$ cat src/rtl/rv_decode_pkg.sv
// Shared types and constants for the RISC-V decode stage: opcode map,
// funct3/funct7/funct12 values, decoded-entry layouts and immediate extraction.
package rv_decode_pkg;

    typedef enum logic [6:0] {
        OPC_LOAD   = 7'h03,
        OPC_FENCE  = 7'h0F,
        OPC_IMM    = 7'h13,
        OPC_AUIPC  = 7'h17,
        OPC_IMM_32 = 7'h1B,
        OPC_STORE  = 7'h23,
        OPC_OP     = 7'h33,
        OPC_LUI    = 7'h37,
        OPC_OP_32  = 7'h3B,
        OPC_BRANCH = 7'h63,
        OPC_JALR   = 7'h67,
        OPC_JAL    = 7'h6F,
        OPC_SYSTEM = 7'h73
    } opcode_e;

    localparam logic [6:0]  F7_BASE      = 7'h00;
    localparam logic [6:0]  F7_ALT       = 7'h20;

    localparam logic [2:0]  F3_ADD_SUB   = 3'd0;
    localparam logic [2:0]  F3_SLL       = 3'd1;
    localparam logic [2:0]  F3_SRL_SRA   = 3'd5;

    localparam logic [2:0]  F3_SW        = 3'd2;
    localparam logic [2:0]  F3_LD        = 3'd3;
    localparam logic [2:0]  F3_SD        = 3'd3;
    localparam logic [2:0]  F3_LWU       = 3'd6;
    localparam logic [2:0]  F3_LD_RSVD   = 3'd7;

    localparam logic [2:0]  F3_BR_RSVD_A = 3'd2;
    localparam logic [2:0]  F3_BR_RSVD_B = 3'd3;
    localparam logic [2:0]  F3_JALR      = 3'd0;

    localparam logic [2:0]  F3_PRIV      = 3'd0;
    localparam logic [2:0]  F3_SYS_RSVD  = 3'd4;

    localparam logic [11:0] F12_ECALL    = 12'h000;
    localparam logic [11:0] F12_EBREAK   = 12'h001;

    // Width-independent part of a decoded entry.
    typedef struct packed {
        logic [6:0]  opcode;
        logic [4:0]  rd;
        logic [4:0]  rs1;
        logic [4:0]  rs2;
        logic [2:0]  funct3;
        logic [6:0]  funct7;
        logic [11:0] funct12;
        logic        decode_error;
        logic        is_ecall;
        logic        is_ebreak;
        logic        is_csr;
    } dec_fields_t;

    typedef struct packed {
        dec_fields_t f;
        logic [31:0] imm;
    } dec_entry32_t;

    typedef struct packed {
        dec_fields_t f;
        logic [63:0] imm;
    } dec_entry64_t;

    // Format-selected immediate, sign-extended to 64 bits; callers truncate to XLEN.
    function automatic logic [63:0] imm_extract(input logic [31:0] inst);
        logic [63:0] sx;
        logic [63:0] imm;
        sx = {64{inst[31]}};
        case (inst[6:0])
            OPC_STORE:          imm = {sx[63:12], inst[31:25], inst[11:7]};
            OPC_LUI, OPC_AUIPC: imm = {sx[63:32], inst[31:12], 12'b0};
            OPC_JAL:            imm = {sx[63:21], inst[31], inst[19:12], inst[20], inst[30:21], 1'b0};
            OPC_BRANCH:         imm = {sx[63:13], inst[31], inst[7], inst[30:25], inst[11:8], 1'b0};
            default:            imm = {sx[63:12], inst[31:20]};
        endcase
        return imm;
    endfunction

endpackage

$ cat src/rtl/rv_decode_fifo.sv
// Generic valid/ready FIFO with synchronous flush. in_ready depends only on
// the fill level, so downstream back-pressure never reaches the producer
// combinationally. Data outputs read as zero while empty.
module rv_decode_fifo #(
    parameter int DEPTH = 2,
    parameter int WIDTH = 8
) (
    input  logic             clk,
    input  logic             rst,
    input  logic             flush,
    input  logic             in_valid,
    output logic             in_ready,
    input  logic [WIDTH-1:0] in_data,
    output logic             out_valid,
    input  logic             out_ready,
    output logic [WIDTH-1:0] out_data
);

    localparam int PTR_W = (DEPTH > 1) ? $clog2(DEPTH) : 1;
    localparam int CNT_W = $clog2(DEPTH + 1);

    logic [WIDTH-1:0] mem_q [DEPTH];
    logic [PTR_W-1:0] wr_ptr_q, wr_ptr_d;
    logic [PTR_W-1:0] rd_ptr_q, rd_ptr_d;
    logic [CNT_W-1:0] count_q, count_d;
    logic             push, pop;

    function automatic logic [PTR_W-1:0] ptr_inc(input logic [PTR_W-1:0] p);
        return (p == PTR_W'(DEPTH - 1)) ? '0 : p + PTR_W'(1);
    endfunction

    assign in_ready  = (count_q < CNT_W'(DEPTH));
    assign out_valid = (count_q != '0);
    assign push      = in_valid && in_ready && !flush;
    assign pop       = out_valid && out_ready;
    assign out_data  = out_valid ? mem_q[rd_ptr_q] : '0;

    // Next pointer/count; flush empties the queue but a same-cycle pop is still a transfer.
    always_comb begin
        wr_ptr_d = wr_ptr_q;
        rd_ptr_d = rd_ptr_q;
        count_d  = count_q;
        if (flush) begin
            wr_ptr_d = '0;
            rd_ptr_d = '0;
            count_d  = '0;
        end else begin
            if (push) wr_ptr_d = ptr_inc(wr_ptr_q);
            if (pop)  rd_ptr_d = ptr_inc(rd_ptr_q);
            if (push && !pop)      count_d = count_q + CNT_W'(1);
            else if (pop && !push) count_d = count_q - CNT_W'(1);
        end
    end

    // Control state, reset to empty.
    always_ff @(posedge clk) begin
        if (rst) begin
            wr_ptr_q <= '0;
            rd_ptr_q <= '0;
            count_q  <= '0;
        end else begin
            wr_ptr_q <= wr_ptr_d;
            rd_ptr_q <= rd_ptr_d;
            count_q  <= count_d;
        end
    end

    // Payload storage; contents are only observed through a valid read pointer.
    always_ff @(posedge clk) begin
        if (push) mem_q[wr_ptr_q] <= in_data;
    end

endmodule

$ cat src/rtl/rv_decode_stage.sv
// RISC-V decode stage: decodes each accepted instruction combinationally and
// queues the result (fields, immediate, legality and SYSTEM classification)
// in an output FIFO. Illegal instructions are queued in order like any other.
module rv_decode_stage
    import rv_decode_pkg::*;
#(
    parameter int XLEN         = 32,
    parameter int PC_WIDTH     = 32,
    parameter int BUFFER_DEPTH = 2,
    parameter int ENABLE_ZICSR = 1
) (
    input  logic                clk,
    input  logic                rst,
    input  logic                flush,
    input  logic                in_valid,
    output logic                in_ready,
    input  logic [31:0]         in_inst,
    input  logic [PC_WIDTH-1:0] in_pc,
    output logic                out_valid,
    input  logic                out_ready,
    output logic [PC_WIDTH-1:0] out_pc,
    output logic [6:0]          out_opcode,
    output logic [4:0]          out_rd,
    output logic [4:0]          out_rs1,
    output logic [4:0]          out_rs2,
    output logic [2:0]          out_funct3,
    output logic [6:0]          out_funct7,
    output logic [11:0]         out_funct12,
    output logic [XLEN-1:0]     out_imm,
    output logic                out_decode_error,
    output logic                out_is_ecall,
    output logic                out_is_ebreak,
    output logic                out_is_csr
);

    localparam int FIELDS_W  = $bits(dec_fields_t);
    localparam int PAYLOAD_W = PC_WIDTH + XLEN + FIELDS_W;

    logic [6:0]  opc;
    logic [4:0]  rd, rs1, rs2;
    logic [2:0]  f3;
    logic [6:0]  f7;
    logic [11:0] f12;
    logic        dec_err;
    logic        is_sys;
    dec_fields_t f_in, f_out;
    logic [XLEN-1:0]      imm_in;
    logic [PAYLOAD_W-1:0] fifo_din, fifo_dout;

    assign opc    = in_inst[6:0];
    assign rd     = in_inst[11:7];
    assign f3     = in_inst[14:12];
    assign rs1    = in_inst[19:15];
    assign rs2    = in_inst[24:20];
    assign f7     = in_inst[31:25];
    assign f12    = in_inst[31:20];
    assign is_sys = (opc == OPC_SYSTEM);
    assign imm_in = XLEN'(imm_extract(in_inst));

    // Legality check per opcode; RV64-only encodings are rejected when XLEN=32.
    always_comb begin
        dec_err = 1'b0;
        case (opc)
            OPC_LUI, OPC_AUIPC, OPC_JAL, OPC_FENCE: dec_err = 1'b0;
            OPC_OP: begin
                dec_err = !((f7 == F7_BASE) ||
                            ((f7 == F7_ALT) && (f3 == F3_ADD_SUB || f3 == F3_SRL_SRA)));
            end
            OPC_IMM: begin
                if (f3 == F3_SLL || f3 == F3_SRL_SRA) begin
                    // RV64 shamt takes inst[25], so only inst[31:26] carries the shift type.
                    if (XLEN == 64)
                        dec_err = !(in_inst[31:26] == 6'h00 || in_inst[31:26] == 6'h10);
                    else
                        dec_err = !(f7 == F7_BASE || f7 == F7_ALT);
                    if (f3 == F3_SLL && in_inst[30]) dec_err = 1'b1;
                end
            end
            OPC_LOAD: begin
                if (XLEN == 64) dec_err = (f3 == F3_LD_RSVD);
                else            dec_err = (f3 == F3_LD || f3 == F3_LWU || f3 == F3_LD_RSVD);
            end
            OPC_STORE: begin
                if (XLEN == 64) dec_err = (f3 > F3_SD);
                else            dec_err = (f3 > F3_SW);
            end
            OPC_BRANCH: dec_err = (f3 == F3_BR_RSVD_A || f3 == F3_BR_RSVD_B);
            OPC_JALR:   dec_err = (f3 != F3_JALR);
            OPC_SYSTEM: begin
                if (f3 == F3_PRIV)
                    dec_err = !((f12 == F12_ECALL || f12 == F12_EBREAK) &&
                                rd == '0 && rs1 == '0);
                else if (f3 == F3_SYS_RSVD)
                    dec_err = 1'b1;
                else
                    dec_err = (ENABLE_ZICSR == 0);
            end
            OPC_OP_32, OPC_IMM_32: dec_err = (XLEN != 64);
            default: dec_err = 1'b1;
        endcase
        if (in_inst[1:0] != 2'b11) dec_err = 1'b1;
    end

    // Assemble the decoded fields; classification flags are suppressed on illegal encodings.
    always_comb begin
        f_in.opcode       = opc;
        f_in.rd           = rd;
        f_in.rs1          = rs1;
        f_in.rs2          = rs2;
        f_in.funct3       = f3;
        f_in.funct7       = f7;
        f_in.funct12      = f12;
        f_in.decode_error = dec_err;
        f_in.is_ecall     = !dec_err && is_sys && (f3 == F3_PRIV) && (f12 == F12_ECALL);
        f_in.is_ebreak    = !dec_err && is_sys && (f3 == F3_PRIV) && (f12 == F12_EBREAK);
        f_in.is_csr       = !dec_err && is_sys && (f3 != F3_PRIV) && (f3 != F3_SYS_RSVD) &&
                            (ENABLE_ZICSR != 0);
    end

    assign fifo_din = {in_pc, imm_in, f_in};

    rv_decode_fifo #(
        .DEPTH (BUFFER_DEPTH),
        .WIDTH (PAYLOAD_W)
    ) u_fifo (
        .clk       (clk),
        .rst       (rst),
        .flush     (flush),
        .in_valid  (in_valid),
        .in_ready  (in_ready),
        .in_data   (fifo_din),
        .out_valid (out_valid),
        .out_ready (out_ready),
        .out_data  (fifo_dout)
    );

    assign out_pc  = fifo_dout[PAYLOAD_W-1 -: PC_WIDTH];
    assign out_imm = fifo_dout[FIELDS_W +: XLEN];
    assign f_out   = fifo_dout[FIELDS_W-1:0];

    assign out_opcode       = f_out.opcode;
    assign out_rd           = f_out.rd;
    assign out_rs1          = f_out.rs1;
    assign out_rs2          = f_out.rs2;
    assign out_funct3       = f_out.funct3;
    assign out_funct7       = f_out.funct7;
    assign out_funct12      = f_out.funct12;
    assign out_decode_error = f_out.decode_error;
    assign out_is_ecall     = f_out.is_ecall;
    assign out_is_ebreak    = f_out.is_ebreak;
    assign out_is_csr       = f_out.is_csr;

endmodule

$ cat config.mk
export PLATFORM = sky130hd
export DESIGN_NAME = rv_decode_stage
export DESIGN_NICKNAME = d
export VERILOG_FILES = /design/src/rtl/rv_decode_pkg.sv /design/src/rtl/rv_decode_fifo.sv /design/src/rtl/rv_decode_stage.sv
export SDC_FILE = /design/constraint.sdc
export NUM_CORES = 1
export LEC_CHECK = 0
export BUFFER_PORTS_ARGS = -buffer_cell sky130_fd_sc_hd__buf_2
export CAP_MARGIN = 20
export CORE_UTILIZATION = 45
export DETAILED_ROUTE_END_ITERATION = 8
export GPL_TIMING_DRIVEN = 1
export PLACE_DENSITY = 0.77
export SLEW_MARGIN = 40
export SYNTH_ARGS = -nofsm -noshare
export SYNTH_HDL_FRONTEND = slang
export SYNTH_SLANG_ARGS = --single-unit
export TNS_END_PERCENT = 30
$ cat constraint.sdc
create_clock -name clk -period 15.95 [get_ports clk]
set_input_delay 0 -clock clk [delete_from_list [all_inputs] [get_ports clk]]
set_output_delay 0 -clock clk [all_outputs]
set_load 0.005 [all_outputs]
## Word-level counts from Yosys, hierarchy flattened

Memories as Yosys holds them, arrays and structs flattened. A register that Yosys moved wholly into a read port is not among the register bits.
Index checks and enable logic that the tools add are counted.

| word-level totals | value |
|---|---|
| memories kept | 1 |
| bits of input ports | 69 |
| bits in latches | 0 |
| word-level logic and storage cells | 89 |
| output and inout bits | 114 |
| memory bits (writable) | 224 |
| bits in read-only memories | 0 |
| register bits after elaboration | 4 |

Memory list:

| memory | depth | width | read ports | clocked after Yosys merged registers in | write ports | line | text |
|---|---|---|---|---|---|---|---|
| u_fifo.mem_q | 2 | 112 | 1 | 1 | 1 | rv_decode_fifo.sv:22 | `logic [WIDTH-1:0] mem_q [DEPTH];` |

| cells by class | value |
|---|---|
| $mul | 0 |
| mux-type cells | 16 |
| magnitude comparators | 2 |
| reductions and logical operators | 41 |
| equal/unequal tests | 22 |
| shift-type cells | 0 |
| div/mod/pow operators | 0 |
| bitwise logic cells | 0 |
| $add $sub $neg | 4 |

Operator list:

| cell | number |
|---|---|
| $pmux W31 S4 | 1 |
| $mux W112 | 1 |
| $eq A7 B6 Y1 const B | 4 |
| $eq A7 B7 Y1 const B | 4 |
| $logic_and A1 B1 Y1 | 15 |
| $eq A7 B5 Y1 const B | 2 |
| $eq A12 B1 Y1 const B | 1 |
| $eq A3 B3 Y1 const B | 4 |
| $logic_not A12 Y1 | 1 |
| $mux W1 | 11 |
| $logic_not A5 Y1 | 2 |
| $logic_or A1 B1 Y1 | 8 |
| $pmux W1 S8 | 1 |
| $eq A7 B2 Y1 const B | 1 |
| $eq A7 B4 Y1 const B | 1 |
| $logic_not A1 Y1 | 7 |
| $logic_not A7 Y1 | 1 |
| $eq A3 B2 Y1 const B | 2 |
| $mux W2 | 2 |
| $reduce_bool A2 Y1 | 2 |
| $reduce_or A2 Y1 | 2 |
| $reduce_or A4 Y1 | 1 |
| $eq A3 B1 Y1 const B | 1 |
| $gt A3 B2 Y1 const B | 1 |
| 8 further kinds | 9 |

## Depth between registers and ports, before layout

Gate-level depths: netlist of run 1.

| logic depth | value |
|---|---|
| depth in word-level cells | 12 |
| gate-level depth with buffers | 8 |

## Modules after synthesis

From an unflattened synthesis of run 1, not the netlist that was laid out.

| unflattened totals | value |
|---|---|
| cell total of the unflattened synthesis | 592 |
| area total of the unflattened synthesis | 9,340.2 um^2 |

Modules (own cells, without submodules):

| module | seq. area each (um^2) | area each (um^2) | cells each | instances |
|---|---|---|---|---|
| rv_decode_fifo | 6,826.5 | 8,673.3 | 498 | 1 |
| rv_decode_stage | 0.0 | 666.9 | 94 | 1 |

## Worst setup path after synthesis of run 1

OpenSTA, ideal clock, no wires.

| timing | value |
|---|---|
| path kind | reg-to-reg |
| start point | register u_fifo.count_q[1] |
| end point | memory u_fifo.mem_q[0][0] (netlist name) (enable) |
| data arrival time | 5.128 ns |
| slack | 10.253 ns |
| cell stages (with the launch flop) | 3 |
| required time | 15.381 ns |
| path through | dfxtp_1 > nor3b_1 > nor2b_1 |

| on the way | value |
|---|---|
| longest elaborated chain between the ends | 5 |

Ends and longest elaborated chain:

| element | line | text |
|---|---|---|
| start, declared | rv_decode_fifo.sv:25 | `logic [CNT_W-1:0] count_q, count_d;` |
| start signal, assigned | rv_decode_fifo.sv:64 | `count_q <= count_d;` |
| $lt A2 B2 Y1 | rv_decode_fifo.sv:32 | `assign in_ready = (count_q < CNT_W'(DEPTH));` |
| $logic_and A1 B1 Y1 (2 in a row) | rv_decode_fifo.sv:34 | `assign push = in_valid && in_ready && !flush;` |
| net u_fifo.push | rv_decode_fifo.sv:26 | `logic push, pop;` |
| $mux W1 | rv_decode_fifo.sv:70 | `if (push) mem_q[wr_ptr_q] <= in_data;` |
| $mux W1 (not written as such) | rv_decode_fifo.sv:70 |  |
| end, declared | rv_decode_fifo.sv:22 |  |

The timed path passes the listed nets, and every way through them passes these cells.

==> results of run 1 <==
==> layer usage <==
layer / GRT usage / routed length [microns] / vias to the layer above
met5: 0 / 0 / -
met4: 0.06491 / 511 / 0
met3: 0.03867 / 1223 / 45
met2: 0.3397 / 9447 / 203
met1: 0.2411 / 7612 / 2585
li1: - / - / 2545
==> through the flow <==
step / hold WS (ns) / util / power [uW] / worst slack (ns) / cell area [sq um]
finish: 0.03387 / 0.5975 / 1193 / 13.31 / 10880
global placement: 0.1881 / 0.5191 / 713.0 / 12.91 / 9453
detailed placement: 0.1928 / 0.5230 / 718.5 / 13.31 / 9523
CTS: 0.01568 / 0.5970 / 1202 / 13.27 / 10870
global route: 0.04592 / 0.5975 / 1234 / 13.16 / 10880
floorplan: 0.07664 / - / 674.5 / 10.25 / 8456
==> layout by cell type (no fill, tap or decap), types with 2 or more instances in the layout <==
cell type      netlist  routed
a21oi_1              2       2
nand3b_1             2       2
a21o_1              19      19
buf_2               12     182
xnor2_1              2       2
nand4_1              2       2
a22o_1               6       6
dlygate4sd3_1        0      68
nor4_4               2       2
clkbuf_16            0      23
clkbuf_1            11       4
buf_6                3       4
clkinv_1             0       5
nor2_1             115     113
nor4_1               5       5
nand2b_1             2       2
o21bai_1             2       2
buf_16               0       2
a21boi_0             2       2
inv_1                4       4
nand2_1              8       8
xor2_1               3       3
nor2b_1              4       3
clkinv_2             0       4
mux2i_1             99      99
and2b_1              5       5
edfxtp_1           198     198
nand3_1              6       6
dfxtp_1              5       4
nor3_1               7       7
==> layout make-up <==
type,instances,area [sq um],area share
sequential,203,6050,0.5560
clock buffer,27,590.6,0.05428
tap,229,286.5,0.02633
multi-input combinational,311,2157,0.1983
timing repair buffer,257,1699,0.1562
clock inverter,11,76.32,0.007015
inverter,5,21.27,0.001955
==> worst max-delay path: stages (launching register included) <==
cell and delay, ns:
dfxtp_4 0.86, buf_6 0.65, mux2i_1 0.30, nor2_1 0.09
buf_2 0.18
==> worst paths after layout <==
check,to,slack [ns],startpoint,cells after the start
hold / removal,u_fifo.wr_ptr_q,0.03,in_valid,4
setup reg to reg,u_fifo.mem_q[1][16],13.56,u_fifo.count_q[1],3
hold reg to reg,u_fifo.rd_ptr_q,0.59,u_fifo.rd_ptr_q,2
setup / recovery,out_funct12[4],13.31,flip-flop,4
==> sequential cells by signal (all words and copies together), names as in the netlist, named ones only <==
name and count:
u_fifo.wr_ptr_q 1, u_fifo.rd_ptr_q 1, u_fifo.mem_q 198, u_fifo.count_q 2
==> power groups by stage <==
stage | sequential, uW | clock (uW) | combinational (uW)
global placement | 620 | 0 | 92.9
CTS | 610 | 481 | 111
detailed placement | 621 | 0 | 97.5
global route | 611 | 502 | 121
finish | 610 | 472 | 111
floorplan | 621 | 0 | 53.9
==> cells by family after synthesis <==
kind of cell | Yosys count | synth area share
buffers and inverters | 47 | 0.03226
flip-flops | 203 | 0.7150
AO/OA/AOI/OAI | 40 | 0.03773
adder cells (fa/ha/maj) | 1 | 0.001479
multiplexers | 99 | 0.1172
XOR/XNOR | 5 | 0.005180
AND/OR/NAND/NOR | 166 | 0.09115
==> synth_stat cells, types with 2 or more instances <==
cell type | count | area (sq um)
edfxtp_1 | 198 | 5946
nor2_1 | 115 | 431.7
mux2i_1 | 99 | 991.0
a21o_1 | 19 | 142.6
buf_4 | 15 | 112.6
buf_2 | 12 | 60.06
clkbuf_1 | 11 | 41.29
nand2_1 | 8 | 30.03
nor3_1 | 7 | 35.03
a22o_1 | 6 | 52.55
nand3_1 | 6 | 30.03
and2b_1 | 5 | 37.54
dfxtp_1 | 5 | 100.1
nor4_1 | 5 | 31.28
inv_1 | 4 | 15.01
nor2b_1 | 4 | 25.02
buf_6 | 3 | 33.78
xor2_1 | 3 | 26.28
a21boi_0 | 2 | 15.01
a21oi_1 | 2 | 10.01
and2_1 | 2 | 12.51
nand2b_1 | 2 | 12.51
nand3b_1 | 2 | 15.01
nand4_1 | 2 | 12.51
nor4_4 | 2 | 42.54
o21bai_1 | 2 | 15.01
xnor2_1 | 2 | 17.52
==> out/qor.csv, run 1 <==
stage;metric;value;unit
run_status;status;finished with violations;
run_status;violations;design-rule violations;
die;rows;49;
timing;fin_crit;2.640;ns
timing;worstMarginPinSlew;0.7796;ns
detailed_routing;dr.pass1.iters;7;
die;die-area;19340;sq um
logic_synthesis;synth_edf_count;198;
global_route;grt-ovfl-total;0;
pwr;sequentialPowerShare;0.511;
logic_synthesis;ys_types;45;
layout;area.growth.synth_to_final;28.68;%
logic_synthesis;yosys_register_bits;203;
detailed_routing;vias;5378;
detailed_routing;via_per_inst;5.156;
setup_path;cp_max_fo;57;
clocking;cts_buffer_depth;3;
logic_synthesis;ys.flop_type;edfxtp_1;
timing;maxSlewHeadroom;0.4802;
layout;fin_cells;1043;
clocking;cts_htree_levels;1;
layout;nNetsFinal;870;
pwr;p_per_area;109.6;nW/um^2
global_route;grt_use_total;0.1943;
timing;max_freq;0.3787;GHz
layout;final_layout_size_suffix_gt1_frac;0.2838;
die;die_w;139.1;microns
timing;rsz0062_at_grt;false;
placed_design;dpl.hpwl;11310;microns
clocking;cts_sinks;203;
detailed_routing;drc_errors;15;
clocking;clock_latency;0.50;ns
clocking;ctsResizeCount;0;
global_route;grt_pass1_vias;5395;
pwr;clock_power_share;0.396;
worst_hold_path;hp-class;in -> reg;
clocking;cts-root-buf;clkbuf_16;
run;drv_cap;0;
pwr;p_comb_frac;0.093;
setup_path;worst_ep_arrival_time;2.64;ns
placed_design;place_inst;937;
logic_synthesis;ys_async_sr_fraction;0;
global_route;antenna_found_initial;0;
pwr;power.leakage;0.004120;uW
placed_design;routabilityCongestion;0.8206;
die;io_pins;183;
logic_synthesis;syn_area_per_cell;15.07;sq um
clocking;cts_setup_buffers;0;
die;start_util;0.4644;
setup_path;start_kind;flip-flop;
timing;hold_viol;0;
setup_path;end_kind;output port;
pwr;p_int;931.1;uW
pwr;power.switching;261.6;uW
timing;slew_violations;0;
timing;fin_crit_sh;0.1655;
pwr;swShare;0.2193;
detailed_routing;drtIter0Drc;334;
clocking;cts_hold_buf;68;
logic_synthesis;mappedNetlistArea;8456;sq um
detailed_routing;wl_per_cell;18.02;microns
die;chipHeight;139.1;microns
detailed_routing;totalWireLength;18790;microns
logic_synthesis;syn-num-nets;631;
timing;tns;0;ns
setup_path;required;15.95;ns
timing;finalSetupViolCount;0;
pwr;vdd_ir_drop_max;0.08350;mV
detailed_routing;drtAntennaViolNets;0;
placed_design;port_buffers;182;
logic_synthesis;synth.yosys.seq_area_share;0.7150;
clocking;numCtsBuffers;22;
logic_synthesis;yosysWarnings;0;
global_route;grt_max_degree;100;
layout;n_antenna_cell;0;
clocking;clkTransAtPathRegs;0.06;ns
clocking;cts_tree;built;
setup_path;worst-setup-path-type;reg -> out;
logic_synthesis;synth_cells;561;
timing;fin_worst_skew;0.01558;ns
layout;num-fill-cells;1425;
die;core_area;18210;sq um
global_route;grt_first_pass_wirelength;29160;microns
No activity file was read; power rests on OpenSTA's default activity.
==> inputs of run 2 (changes only) <==
==> constraint.sdc (replaced) <==
create_clock -name clk -period 2.45 [get_ports clk]
set_input_delay 0 -clock clk [delete_from_list [all_inputs] [get_ports clk]]
set_output_delay 0 -clock clk [all_outputs]
set_load 0.005 [all_outputs]
==> out/qor.csv, run 2 (synthesis results as in run 1) <==
stage;metric;value;unit
placed_design;dpl.hpwl;11290;microns
detailed_routing;dr_wl_met3;1102;microns
timing;maxSlewHeadroom;0.5184;
detailed_routing;vias;5341;
global_route;grt_pass1_vias;5316;
layout;n_antenna_cell;0;
pwr;vdd_ir_drop_max;0.4392;mV
die;die-area;19340;sq um
clocking;cts_sinks;203;
setup_path;cp.depth;4;
setup_path;start_kind;flip-flop;
clocking;cts-root-buf;clkbuf_16;
clocking;cts_tree;built;
global_route;antenna_found_initial;0;
setup_path;cp_max_fo;32;
detailed_routing;dr_wl_met2;9215;microns
run_status;violations;design-rule violations;
setup_path;cp_cell_sequence;buf_12 > mux2i_1 > nor2_1 > buf_2;
detailed_routing;drtAntennaViolNets;0;
setup_path;cp_slowest_stage_delay;0.72;ns
timing;tns;0;ns
die;start_util;0.4644;
setup_path;cpLargestDelayFamily;flip-flops;
die;die_w;139.1;microns
global_route;grt_first_pass_wirelength;28400;microns
run_status;status;finished with violations;
layout;regMostFlops;u_fifo.mem_q;
detailed_routing;dr.pass1.iters;9;
layout;post-route-util;0.5992;
clocking;cts_setup_buffers;0;
pwr;power.leakage;0.004130;uW
global_route;grt_use_total;0.1889;
die;rows;49;
layout;final_layout_size_suffix_gt1_frac;0.2875;
setup_path;rr_worst_depth;3;
detailed_routing;wl_per_cell;17.59;microns
setup_path;crit_path_end;out_pc[4];
timing;rsz0062_at_grt;false;
clocking;cts_htree_levels;1;
setup_path;required;2.45;ns
layout;final_common_cell;edfxtp_1;
layout;multi_input_area;2166;sq um
clocking;cts_buffer_depth;3;
setup_path;r2r-end;u_fifo.mem_q[0][111];
global_route;grt-ovfl-total;0;
layout;largest_reg_flops;198;
layout;area.growth.synth_to_final;29.03;%
setup_path;cpMaxStageDelayCell;dfxtp_4;
timing;hold_viol;0;
layout;reg.largest.list;u_fifo.mem_q x198, u_fifo.count_q x2;
placed_design;dp_slack;0.6904;ns
layout;mostFrequentLayoutCells;198 x edfxtp_1, 182 x buf_2, 114 x nor2_1;
timing;fin_crit;2.027;ns
clocking;clkTransAtPathRegs;0.06;ns
pwr;p_per_area;706.1;nW/um^2
placed_design;port_buffers;182;
layout;postLayoutCellArea;10910;sq um
timing;fin_crit_sh;0.8275;
setup_path;reg2reg_setup_slack;0.78;ns
worst_hold_path;hp-class;in -> reg;
layout;num-fill-cells;1368;
setup_path;critical_path_buf_inv_count;2;
detailed_routing;totalWireLength;18350;microns
layout;nNetsFinal;871;
timing;max_freq;0.4932;GHz
timing;worstMarginPinSlew;0.7198;ns
run;drv_cap;0;
clocking;numCtsBuffers;21;
placed_design;placed_cell_area;9578;sq um
timing;fin_worst_skew;0.01678;ns
setup_path;worst_ep_arrival_time;2.03;ns
setup_path;end_kind;output port;
setup_path;timing.rr.start;u_fifo.count_q[1];
layout;seqCellArea;6051;sq um
die;core_area;18210;sq um
timing;slew_violations;0;
setup_path;worst-setup-path-type;reg -> out;
placed_design;routabilityCongestion;0.7880;
detailed_routing;maxUsedRoutingLayer;met4;
timing;finalWorstSetupSlack;0.4225;ns
die;chipHeight;139.1;microns
global_route;grt_max_degree;100;
timing;finalSetupViolCount;0;
detailed_routing;met1_length;7707;microns
die;io_pins;183;
detailed_routing;via_per_inst;5.121;
clocking;clock_latency;0.49;ns
detailed_routing;drc_errors;13;
detailed_routing;drtIter0Drc;314;
## run 2: changes by cell type in the layout (fill, tap and decap cells not counted), moves of 2 or more
cell	previous run	this run
buf_4	1	3
buf_16	2	0
buf_12	0	6
inv_6	0	2
buf_6	4	0
clkbuf_16	23	21
clkbuf_1	4	2
## run 2: what timing repair did
action                    in CTS  in global routing
hold buffers                  68                  0
gates resized for setup        0                  0
hold endpoints to repair     199                  0
## run 2: final cells by class
cell class              instances  area share
flip-flops and latches        203      0.5546
multi-input cells             311      0.1985
repair buffers                259      0.1589
clock buffers                  23     0.04885
well taps                     229     0.02626
clock inverters                13     0.01089
inverters                       5    0.001950
## run 2: through the flow
stage / instances / power [uW] / hold WS [ns]
finish: 1043 / 7704 / 0.02532
global route: 1043 / 7981 / 0.04627
CTS: 1043 / 7786 / 0.002947
detailed placement: 939 / 4679 / 0.1921
global placement: 939 / 4661 / 0.1880
floorplan: 561 / 4383 / 0.06920
## run 2: worst min-delay path by stage
stage	start	to	slack, ns	cells past startpoint
finish	out_ready	u_fifo.rd_ptr_q	0.03	4
global route	out_ready	u_fifo.rd_ptr_q	0.05	4
CTS	out_ready	u_fifo.rd_ptr_q	0.003	4
detailed placement	in_pc[5]	u_fifo.mem_q[0][85]	0.19	1
global placement	in_pc[23]	u_fifo.mem_q[1][103]	0.19	1
floorplan	rst	u_fifo.count_q[1]	0.07	1
## run 2: tightest hold or removal path, stage by stage
cell and delay, ns:
buf_2 0.10, nand2_1 0.10, xor2_1 0.10, nor3_1 0.15
## run 2: power by group
part / internal (uW) / switching, uW / total [uW]
combinational: 324 / 399 / 724
clock: 1780 / 1230 / 3010
sequential: 3930 / 33.9 / 3970
## run 2: layer usage
layer,up-vias,GRT usage
li1,2548,-
met1,2583,0.2404
met2,184,0.3331
met3,26,0.03591
met4,0,0.04561
met5,-,0
==> inputs of run 3 (changes only) <==
==> constraint.sdc (replaced) <==
create_clock -name clk -period 1.87 [get_ports clk]
set_input_delay 0 -clock clk [delete_from_list [all_inputs] [get_ports clk]]
set_output_delay 0 -clock clk [all_outputs]
set_load 0.005 [all_outputs]
==> out/qor.csv, run 3 (synthesis results as in run 1) <==
stage;metric;value;unit
die;io_pins;183;
detailed_routing;drtAntennaViolNets;0;
layout;largest_reg_flops;198;
die;core_area;18210;sq um
setup_path;timing.rr.start;u_fifo.count_q[1];
setup_path;worst_ep_arrival_time;2.06;ns
die;rows;49;
worst_hold_path;whs_endpoint;u_fifo.mem_q[1][97];
layout;postLayoutCellArea;10960;sq um
detailed_routing;via_per_inst;5.094;
timing;finalSetupViolCount;0;
detailed_routing;drc_errors;13;
setup_path;rr_worst_depth;3;
layout;final_common_cell;edfxtp_1;
global_route;grt_max_degree;100;
layout;final_layout_size_suffix_gt1_frac;0.2906;
timing;max_freq;0.5457;GHz
worst_hold_path;min_path_cells;2;
layout;reg.largest.list;u_fifo.mem_q x198, u_fifo.count_q x2;
pwr;p_total;9992;uW
placed_design;dp_slack;0.09355;ns
detailed_routing;vias;5339;
clocking;clkTransAtPathRegs;0.06;ns
pwr;p_per_area;912.0;nW/um^2
die;die_w;139.1;microns
clocking;cts_sinks;203;
timing;rsz0062_at_grt;false;
setup_path;start_kind;input port;
worst_hold_path;hp-class;in -> reg;
run;drv_cap;0;
clocking;ctsResizeCount;0;
clocking;numCtsBuffers;21;
clocking;cts_hold_buf;69;
run_status;violations;design-rule violations;
clocking;cts_tree;built;
setup_path;reg2reg_setup_slack;0.23;ns
placed_design;port_buffers;182;
timing;slew_violations;0;
placed_design;placed_cell_area;9633;sq um
timing;fin_crit;1.832;ns
placed_design;dpl.hpwl;11520;microns
timing;holdWs;0.2454;ns
global_route;grt_first_pass_wirelength;29150;microns
setup_path;cp_max_fo;4;
timing;fin_worst_skew;0.01070;ns
layout;n_antenna_cell;0;
die;chipHeight;139.1;microns
detailed_routing;dr.pass1.iters;9;
placed_design;routabilityCongestion;0.8713;
layout;mostFrequentLayoutCells;198 x edfxtp_1, 182 x buf_2, 113 x nor2_1;
timing;maxSlewHeadroom;0.6025;
worst_hold_path;hold_start;in_pc[17];
timing;worstMarginPinSlew;0.5940;ns
die;die-area;19340;sq um
global_route;grt-ovfl-total;0;
global_route;antenna_found_initial;0;
setup_path;worst-setup-path-type;in -> reg;
clocking;clock_latency;0.49;ns
timing;fin_crit_sh;0.9799;
global_route;grt_pass1_vias;5271;
clocking;cts_buffer_depth;3;
clocking;cts_htree_levels;1;
setup_path;required;2.09;ns
timing;hold_viol;0;
timing;finalWorstSetupSlack;0.03759;ns
clocking;cts_setup_buffers;0;
layout;area.growth.synth_to_final;29.58;%
pwr;power.leakage;0.004152;uW
layout;fin_cells;1048;
setup_path;r2r-end;u_fifo.mem_q[0][111];
run_status;status;finished with violations;
detailed_routing;wl_per_cell;17.76;microns
detailed_routing;totalWireLength;18610;microns
clocking;cts-root-buf;clkbuf_16;
layout;regMostFlops;u_fifo.mem_q;
global_route;grt_use_total;0.1944;
detailed_routing;drtIter0Drc;361;
placed_design;place_inst;941;
die;start_util;0.4644;
layout;nNetsFinal;874;
setup_path;end_kind;flip-flop;
pwr;vdd_ir_drop_max;0.7970;mV
[run 3: cell types whose count changed in the layout (fill, tap and decap cells not counted), sizes merged]
cell / before / now
clkinv: 8 / 10
clkbuf: 23 / 25
dlygate4sd3: 68 / 69
bufinv: 2 / 1
buf: 191 / 193
clkinvlp: 1 / 0
[run 3: report_power, final]
| group | total (uW) | switching (uW) | internal [uW] |
|---|---|---|---|
| registers | 5190 | 36.9 | 5150 |
| logic | 970 | 536 | 434 |
| clock network | 3830 | 1620 | 2210 |
[run 3: through the flow]
step / util / setup TNS (ns)
finish: 0.6017 / 0
global route: 0.6017 / 0
CTS: 0.6017 / 0
detailed placement: 0.5290 / 0
global placement: 0.5289 / 0
floorplan: - / -105.99
[run 3: layout make-up]
class                      count  area [sq um]
timing repair buffer         262          1797
clock inverter                13         92.59
fill                        1378          7252
inverter                       5         21.27
clock buffer                  25         540.5
tap                          229         286.5
multi-input combinational    311          2168
sequential                   203          6051
[run 3: worst max-delay path by stage]
stage,from,to,cells after the start
after global routing,u_fifo.count_q[0],out_funct7[6],4
after floorplan,u_fifo.count_q[1],u_fifo.mem_q[0][0],2
after global placement,in_inst[18],u_fifo.mem_q[1][3],6
after detailed placement,in_inst[18],u_fifo.mem_q[1][3],6
final,in_inst[17],u_fifo.mem_q[1][3],7
after CTS,in_inst[18],u_fifo.mem_q[1][3],7
[run 3: worst max-delay path, cell delays in order]
cell and delay (ns):
dlygate4sd3_1 0.55, buf_2 0.15, nor4_1 0.35, nand3_1 0.22, nor2_1 0.16, o41ai_1 0.08, or4_1 0.55
[run 3: metal layers]
metal,part of all wire,track usage,up-vias,wire [microns]
met5,0,0,-,0
li1,-,-,2559,-
met2,0.49,0.3296,193,9111
met1,0.42,0.2534,2552,7823
met4,0.023,0.05731,0,423
met3,0.067,0.03867,35,1250
